**src/rtl/fetch_pkg.sv**
```systemverilog
// Shared state encodings, fixed addresses and decode helpers for the fetch stage.
package fetch_pkg;

  typedef enum logic [1:0] {
    RST_VEC = 2'd0,
    FETCH   = 2'd1,
    IMM     = 2'd2,
    INT_VEC = 2'd3
  } state_t;

  localparam logic [31:0] RESET_VEC_ADDR = '0;
  localparam int unsigned INT_AREA_SIZE  = 32;
  localparam int unsigned INT_IDX_W      = $clog2(INT_AREA_SIZE);

  function automatic logic is_two_word(input logic [15:0] instr,
                                       input logic [15:0] mask,
                                       input logic [15:0] match);
    return (instr & mask) == match;
  endfunction

endpackage

```
**src/rtl/fetch_fsm.sv**
```systemverilog
// Fetch state register with redirect > flush > interrupt > stall priority and edge-armed interrupt take.
module fetch_fsm
  import fetch_pkg::*;
(
  input  logic   clk,
  input  logic   rst_n,
  input  logic   stall,
  input  logic   flush,
  input  logic   redirect,
  input  logic   int_req,
  input  logic   two_word,
  output state_t state,
  output logic   take_int,
  output logic   int_ack
);

  logic armed;

  always_comb begin
    take_int = (state == FETCH) && !redirect && !flush && !stall && int_req && armed;
  end

  always_ff @(posedge clk or negedge rst_n) begin
    if (!rst_n) begin
      state   <= RST_VEC;
      armed   <= 1'b1;
      int_ack <= 1'b0;
    end else begin
      int_ack <= take_int;
      // Re-arm only once the level request has dropped.
      if (take_int)
        armed <= 1'b0;
      else if (!int_req)
        armed <= 1'b1;

      if (redirect)
        state <= FETCH;
      else if (take_int)
        state <= INT_VEC;
      else if (flush || !stall) begin
        case (state)
          RST_VEC: state <= FETCH;
          FETCH:   state <= two_word ? IMM : FETCH;
          IMM:     state <= FETCH;
          INT_VEC: state <= FETCH;
          default: state <= RST_VEC;
        endcase
      end
    end
  end

endmodule

```
**src/rtl/fetch_unit.sv**
```systemverilog
// Program counter, instruction-memory addressing and IF/ID assembly of one- and two-word instructions.
module fetch_unit
  import fetch_pkg::*;
#(
  parameter logic [15:0] IMM_MASK  = 16'hE000,
  parameter logic [15:0] IMM_MATCH = 16'hC000,
  parameter logic [15:0] NOP_INSTR = 16'h0000
) (
  input  logic        clk,
  input  logic        rst_n,
  output logic [31:0] imem_addr,
  output logic        imem_rd,
  output logic        imem_wr,
  output logic        imem_cs,
  input  logic [15:0] imem_data,
  input  logic        stall,
  input  logic        flush,
  input  logic        redirect,
  input  logic [31:0] redirect_pc,
  input  logic        int_req,
  input  logic [4:0]  int_idx,
  output logic        int_ack,
  output logic [31:0] int_ret_pc,
  output logic        if_valid,
  output logic [15:0] if_instr,
  output logic [15:0] if_imm,
  output logic        if_has_imm,
  output logic [31:0] if_pc
);

  state_t      state;
  logic        take_int;
  logic        two_word;
  logic [31:0] pc;
  logic [31:0] hold_pc;
  logic [15:0] hold_op;
  logic [31:0] data_ext;
  logic [31:0] vec_addr;

  assign imem_rd  = 1'b1;
  assign imem_wr  = 1'b0;
  assign imem_cs  = 1'b1;
  assign data_ext = {16'h0000, imem_data};
  assign vec_addr = {{(32 - INT_IDX_W){1'b0}}, int_idx};
  assign two_word = is_two_word(imem_data, IMM_MASK, IMM_MATCH);

  always_comb begin
    case (state)
      RST_VEC: imem_addr = RESET_VEC_ADDR;
      INT_VEC: imem_addr = vec_addr;
      default: imem_addr = pc;
    endcase
  end

  fetch_fsm u_fsm (
    .clk      (clk),
    .rst_n    (rst_n),
    .stall    (stall),
    .flush    (flush),
    .redirect (redirect),
    .int_req  (int_req),
    .two_word (two_word),
    .state    (state),
    .take_int (take_int),
    .int_ack  (int_ack)
  );

  always_ff @(posedge clk or negedge rst_n) begin
    if (!rst_n) begin
      pc         <= '0;
      hold_pc    <= '0;
      hold_op    <= '0;
      int_ret_pc <= '0;
      if_valid   <= 1'b0;
      if_instr   <= NOP_INSTR;
      if_imm     <= '0;
      if_has_imm <= 1'b0;
      if_pc      <= '0;
    end else if (redirect) begin
      pc       <= redirect_pc;
      if_valid <= 1'b0;
    end else if (flush) begin
      if_valid <= 1'b0;
      if_instr <= NOP_INSTR;
      case (state)
        RST_VEC, INT_VEC: pc <= data_ext;
        FETCH: begin
          pc <= pc + 32'd1;
          if (two_word) begin
            hold_op <= imem_data;
            hold_pc <= pc;
          end
        end
        // IMM: pc stays on the immediate word, which is refetched as an opcode.
        default: ;
      endcase
    end else if (take_int) begin
      int_ret_pc <= pc;
      if_valid   <= 1'b0;
    end else if (!stall) begin
      case (state)
        RST_VEC, INT_VEC: begin
          pc       <= data_ext;
          if_valid <= 1'b0;
        end
        FETCH: begin
          pc <= pc + 32'd1;
          if (two_word) begin
            hold_op  <= imem_data;
            hold_pc  <= pc;
            if_valid <= 1'b0;
          end else begin
            if_valid   <= 1'b1;
            if_instr   <= imem_data;
            if_imm     <= '0;
            if_has_imm <= 1'b0;
            if_pc      <= pc;
          end
        end
        IMM: begin
          pc         <= pc + 32'd1;
          if_valid   <= 1'b1;
          if_instr   <= hold_op;
          if_imm     <= imem_data;
          if_has_imm <= 1'b1;
          if_pc      <= hold_pc;
        end
        default: ;
      endcase
    end
  end

endmodule

```
**config.mk**
```make
export PLATFORM = sky130hd
export DESIGN_NAME = fetch_unit
export DESIGN_NICKNAME = d
export VERILOG_FILES = /design/src/rtl/fetch_pkg.sv /design/src/rtl/fetch_fsm.sv /design/src/rtl/fetch_unit.sv
export SDC_FILE = /design/constraint.sdc
export NUM_CORES = 1
export LEC_CHECK = 0
export CAP_MARGIN = 20
export CORE_MARGIN = 3
export CORE_UTILIZATION = 55
export DETAILED_ROUTE_END_ITERATION = 16
export DONT_BUFFER_PORTS = 1
export GPL_TIMING_DRIVEN = 0
export PLACE_DENSITY = 0.73
export SLEW_MARGIN = 20
export SYNTH_ARGS = -nofsm -noshare
export SYNTH_HDL_FRONTEND = slang
export SYNTH_SLANG_ARGS = --single-unit
```
**constraint.sdc**
```tcl
create_clock -name clk -period 3.9 [get_ports clk]
set_input_delay 0.78 -clock clk [delete_from_list [all_inputs] [get_ports clk]]
set_output_delay 0.78 -clock clk [all_outputs]
set_load 0.03 [all_outputs]
```
==> results of run 1 <==
[kinds of logic after synthesis]
family / Yosys count
buffers and inverters: 105
AO/OA/AOI/OAI: 188
flip-flops: 182
adder cells (fa/ha/maj): 5
AND/OR/NAND/NOR: 218
multiplexers: 128
other: 2
[per-stage QoR]
step	cells	area (sq um)	utilization	hold slack [ns]	setup WS [ns]
4_1_cts	1071	9670	0.627	0.0360	0.303
3_5_place_dp	1040	9060	0.587	0.457	0.753
5_1_grt	1074	9680	0.627	0.0251	0.197
2_1_floorplan	829	8800	-	0.434	1.28
6_report	1074	9680	0.627	0.0480	0.315
3_3_place_gp	1040	9060	0.587	0.445	0.794
[registers in the layout, summed over array words and instances, names as in the netlist, 2 cells and up]
name and flops:
hold_op 16, if_instr 16, pc 32, u_fsm.state 2, if_pc 32, int_ret_pc 32, hold_pc 32, if_imm 16
[worst reg2reg max path: stages, from the launching register on]
cell	delay, ns
dfrtp_1	0.37
inv_1	0.08
ha_1	0.24
or4b_4	0.26
nor2_4	0.05
nor4b_2	0.91
buf_2	0.45
buf_2	0.32
a21oi_1	0.11
[area by class of cell]
cell class | count | area [sq um]
multi-input combinational | 542 | 3750
inverter | 27 | 101
antenna | 3 | 7.51
tap | 211 | 264
sequential | 182 | 4560
fill | 1269 | 5750
clock buffer | 20 | 457
clock inverter | 11 | 150
buffer | 78 | 395
[metal layers]
layer,up-vias,routed length (um),GRT usage
met5,-,13,0
met4,2,610,0.0964
met3,48,2350,0.0894
met2,318,11400,0.428
met1,3313,10200,0.381
li1,2986,-,-
[layout by cell type, fill, tap and decap left out, types with 4 or more instances in the layout]
cell / count
clkbuf_1: 41
buf_2: 19
ha_1: 5
o2bb2ai_1: 16
a22oi_1: 6
or4_1: 4
buf_6: 7
mux2i_1: 55
clkinvlp_4: 5
and3_1: 8
nor2b_1: 25
inv_1: 27
o31a_1: 4
a31oi_1: 14
nand4_1: 9
nand2_1: 41
nor2_1: 47
dfrtp_1: 181
mux2_1: 4
and2_1: 9
nor3_1: 5
a21oi_1: 47
o21ai_0: 71
and4_1: 6
buf_4: 6
nand3_1: 44
mux2_2: 69
clkbuf_16: 17
nor4_1: 5
[path summary, 6_finish.rpt]
kind,endpoint,cells after the start
setup reg to reg,if_pc[26],8
max in group asynchronous,pc[25],0
hold reg to reg,u_fsm.armed,2
min in group clk,u_fsm.armed,1
hold / removal,if_instr[8],0
setup / recovery,imem_addr[10],5
[power breakdown]
part / total, mW / internal, mW / leakage (nW) / switching [mW]
Combinational: 0.890 / 0.374 / 1.53 / 0.516
Sequential: 3.02 / 2.29 / 2.25 / 0.736
Clock: 1.77 / 1.04 / 0.281 / 0.734
==> impl_metrics.toml, run 1 <==
[worst_hold_path]
min_path_type = "in -> async"

[setup_path]
critPathSlowestCell = "clkbuf_1"
path_buf_inv = 3
worstReg2RegStart = "u_fsm.state[1]"
crit_chain = "inv_1, ha_1, clkbuf_1, clkbuf_1, nor2b_1"
crit_start = "u_fsm.state[0]"
cp_top_family = "buffers and inverters"
path_max_fanout = 10
r2r_slack_ns = 0.98
worstSetupPathType = "reg -> out"
required_ns = 3.12
crit_arrival_ns = 2.81
crit_path_frequent_cell = "clkbuf_1"
startpoint_type = "flop"
endpoint_kind = "output port"
max_stage_delay_ns = 0.69

[global_routing]
grt_pass1_vias = 6617
grt_antenna_before_repair = 4
grt_pass1_wl_um = 38300
gr-usage-all-layers = 0.280
overflow = 0
grt_max_degree = 183

[sta]
fin_crit_sh = 0.919
setup_viol = 0
report.final.slew_viol_count = 0
max_freq_mhz = 279
hold_violations = 0
tightest_slew_ns = 1.06
rsz0062_at_grt = "false"
skew_ns = 0.00689
timing.final.crit_period_ns = 3.59
finalSetupTns_ns = 0
max-slew-margin-rel = 0.289

[clock_tree]
cts_setup_buffers = 0
cts_tree = "built"
clkSinkCount = 182
root_buffer = "clkbuf_16"
cts_repair_resize_count = 0
cts_max_level = 4
numCtsBuffers = 17
cts_buffer_depth = 2
clk_pin_slew_ns = 0.07
cts_hold_buf = 0
clkLatencyLatePin_ns = 0.43

[synthesis]
muxShareOfSynthArea = 0.156
async_flop_share = 1.00
synth_xor_area_frac = 0
yosys_warnings = 0
synth.most_common_cell = "dfrtp_1"
synth_compound_area_frac = 0.132
synth.distinct_cells = 59
syn_avg_cell_area_sq_um = 10.6
synth_top_cell_area_share = 0.515
synthTopCellsByCount = "dfrtp_1, o21ai_0, mux2_2, mux2i_1"
synth_top_area_cell = "dfrtp_1"
synthFlopType = "dfrtp_1"
synth_top_family_by_area = "multiplexers"
netlist_area_sq_um = 8790
ys_seq_elements = 182
synth_simple_gate_area_frac = 0.130
synth_fa_ha_area_frac = 0.00711
synth_cells = 828
synth_edf_count = 0
ys_seq_area_frac = 0.518
synth_area_leaders = "dfrtp_1, mux2_2, mux2i_1"

[route]
vias_per_cell = 6.21
drtIter0Drc = 563
remaining_drc_errors = 0
drtAntennaViolNets = 0
wirelength_um = 24500
drt-pass1-iter-count = 5
dr_total_vias = 6667
wl_per_cell_um = 22.8

[outcome]
status = "finished, final reports clean"

[floorplanning]
die_h_um = 132
fp.dieArea_sq_um = 17500
core_sq_um = 15400
row_count = 45
initial_core_util = 0.570
die_w_um = 132
io_pins = 193

[cells_and_area]
drive_gt1_frac = 0.167
nNetsFinal = 912
area_growth_pct = 10.0

[power_and_ir_drop]
power_mw = 5.69
ir_worst_vdd_v = 0.000415
cellPowerDensity_nw_per_um2 = 588
power.leakage_nw = 4.06

[placement]
gp_congestion = 0.886
port_buffers = 0
dpl.hpwl_um = 17300

[job]
drv_cap = 0
No activity file was read; power rests on OpenSTA's default activity.
==> run 2, diff against run 1 <==
--- a/config.mk
+++ b/config.mk
@@ -5,13 +5,16 @@
 export SDC_FILE = /design/constraint.sdc
 export NUM_CORES = 1
 export LEC_CHECK = 0
+export ABC_AREA = 0
 export CAP_MARGIN = 20
 export CORE_MARGIN = 3
 export CORE_UTILIZATION = 55
 export DETAILED_ROUTE_END_ITERATION = 16
 export DONT_BUFFER_PORTS = 1
 export GPL_TIMING_DRIVEN = 0
+export HOLD_SLACK_MARGIN = 0.12
 export PLACE_DENSITY = 0.73
+export SKIP_CTS_REPAIR_TIMING = 1
 export SLEW_MARGIN = 20
 export SYNTH_ARGS = -nofsm -noshare
 export SYNTH_HDL_FRONTEND = slang
==> results of run 2 <==
No change in the layout: final DEF, timing and power equal those of run 1.
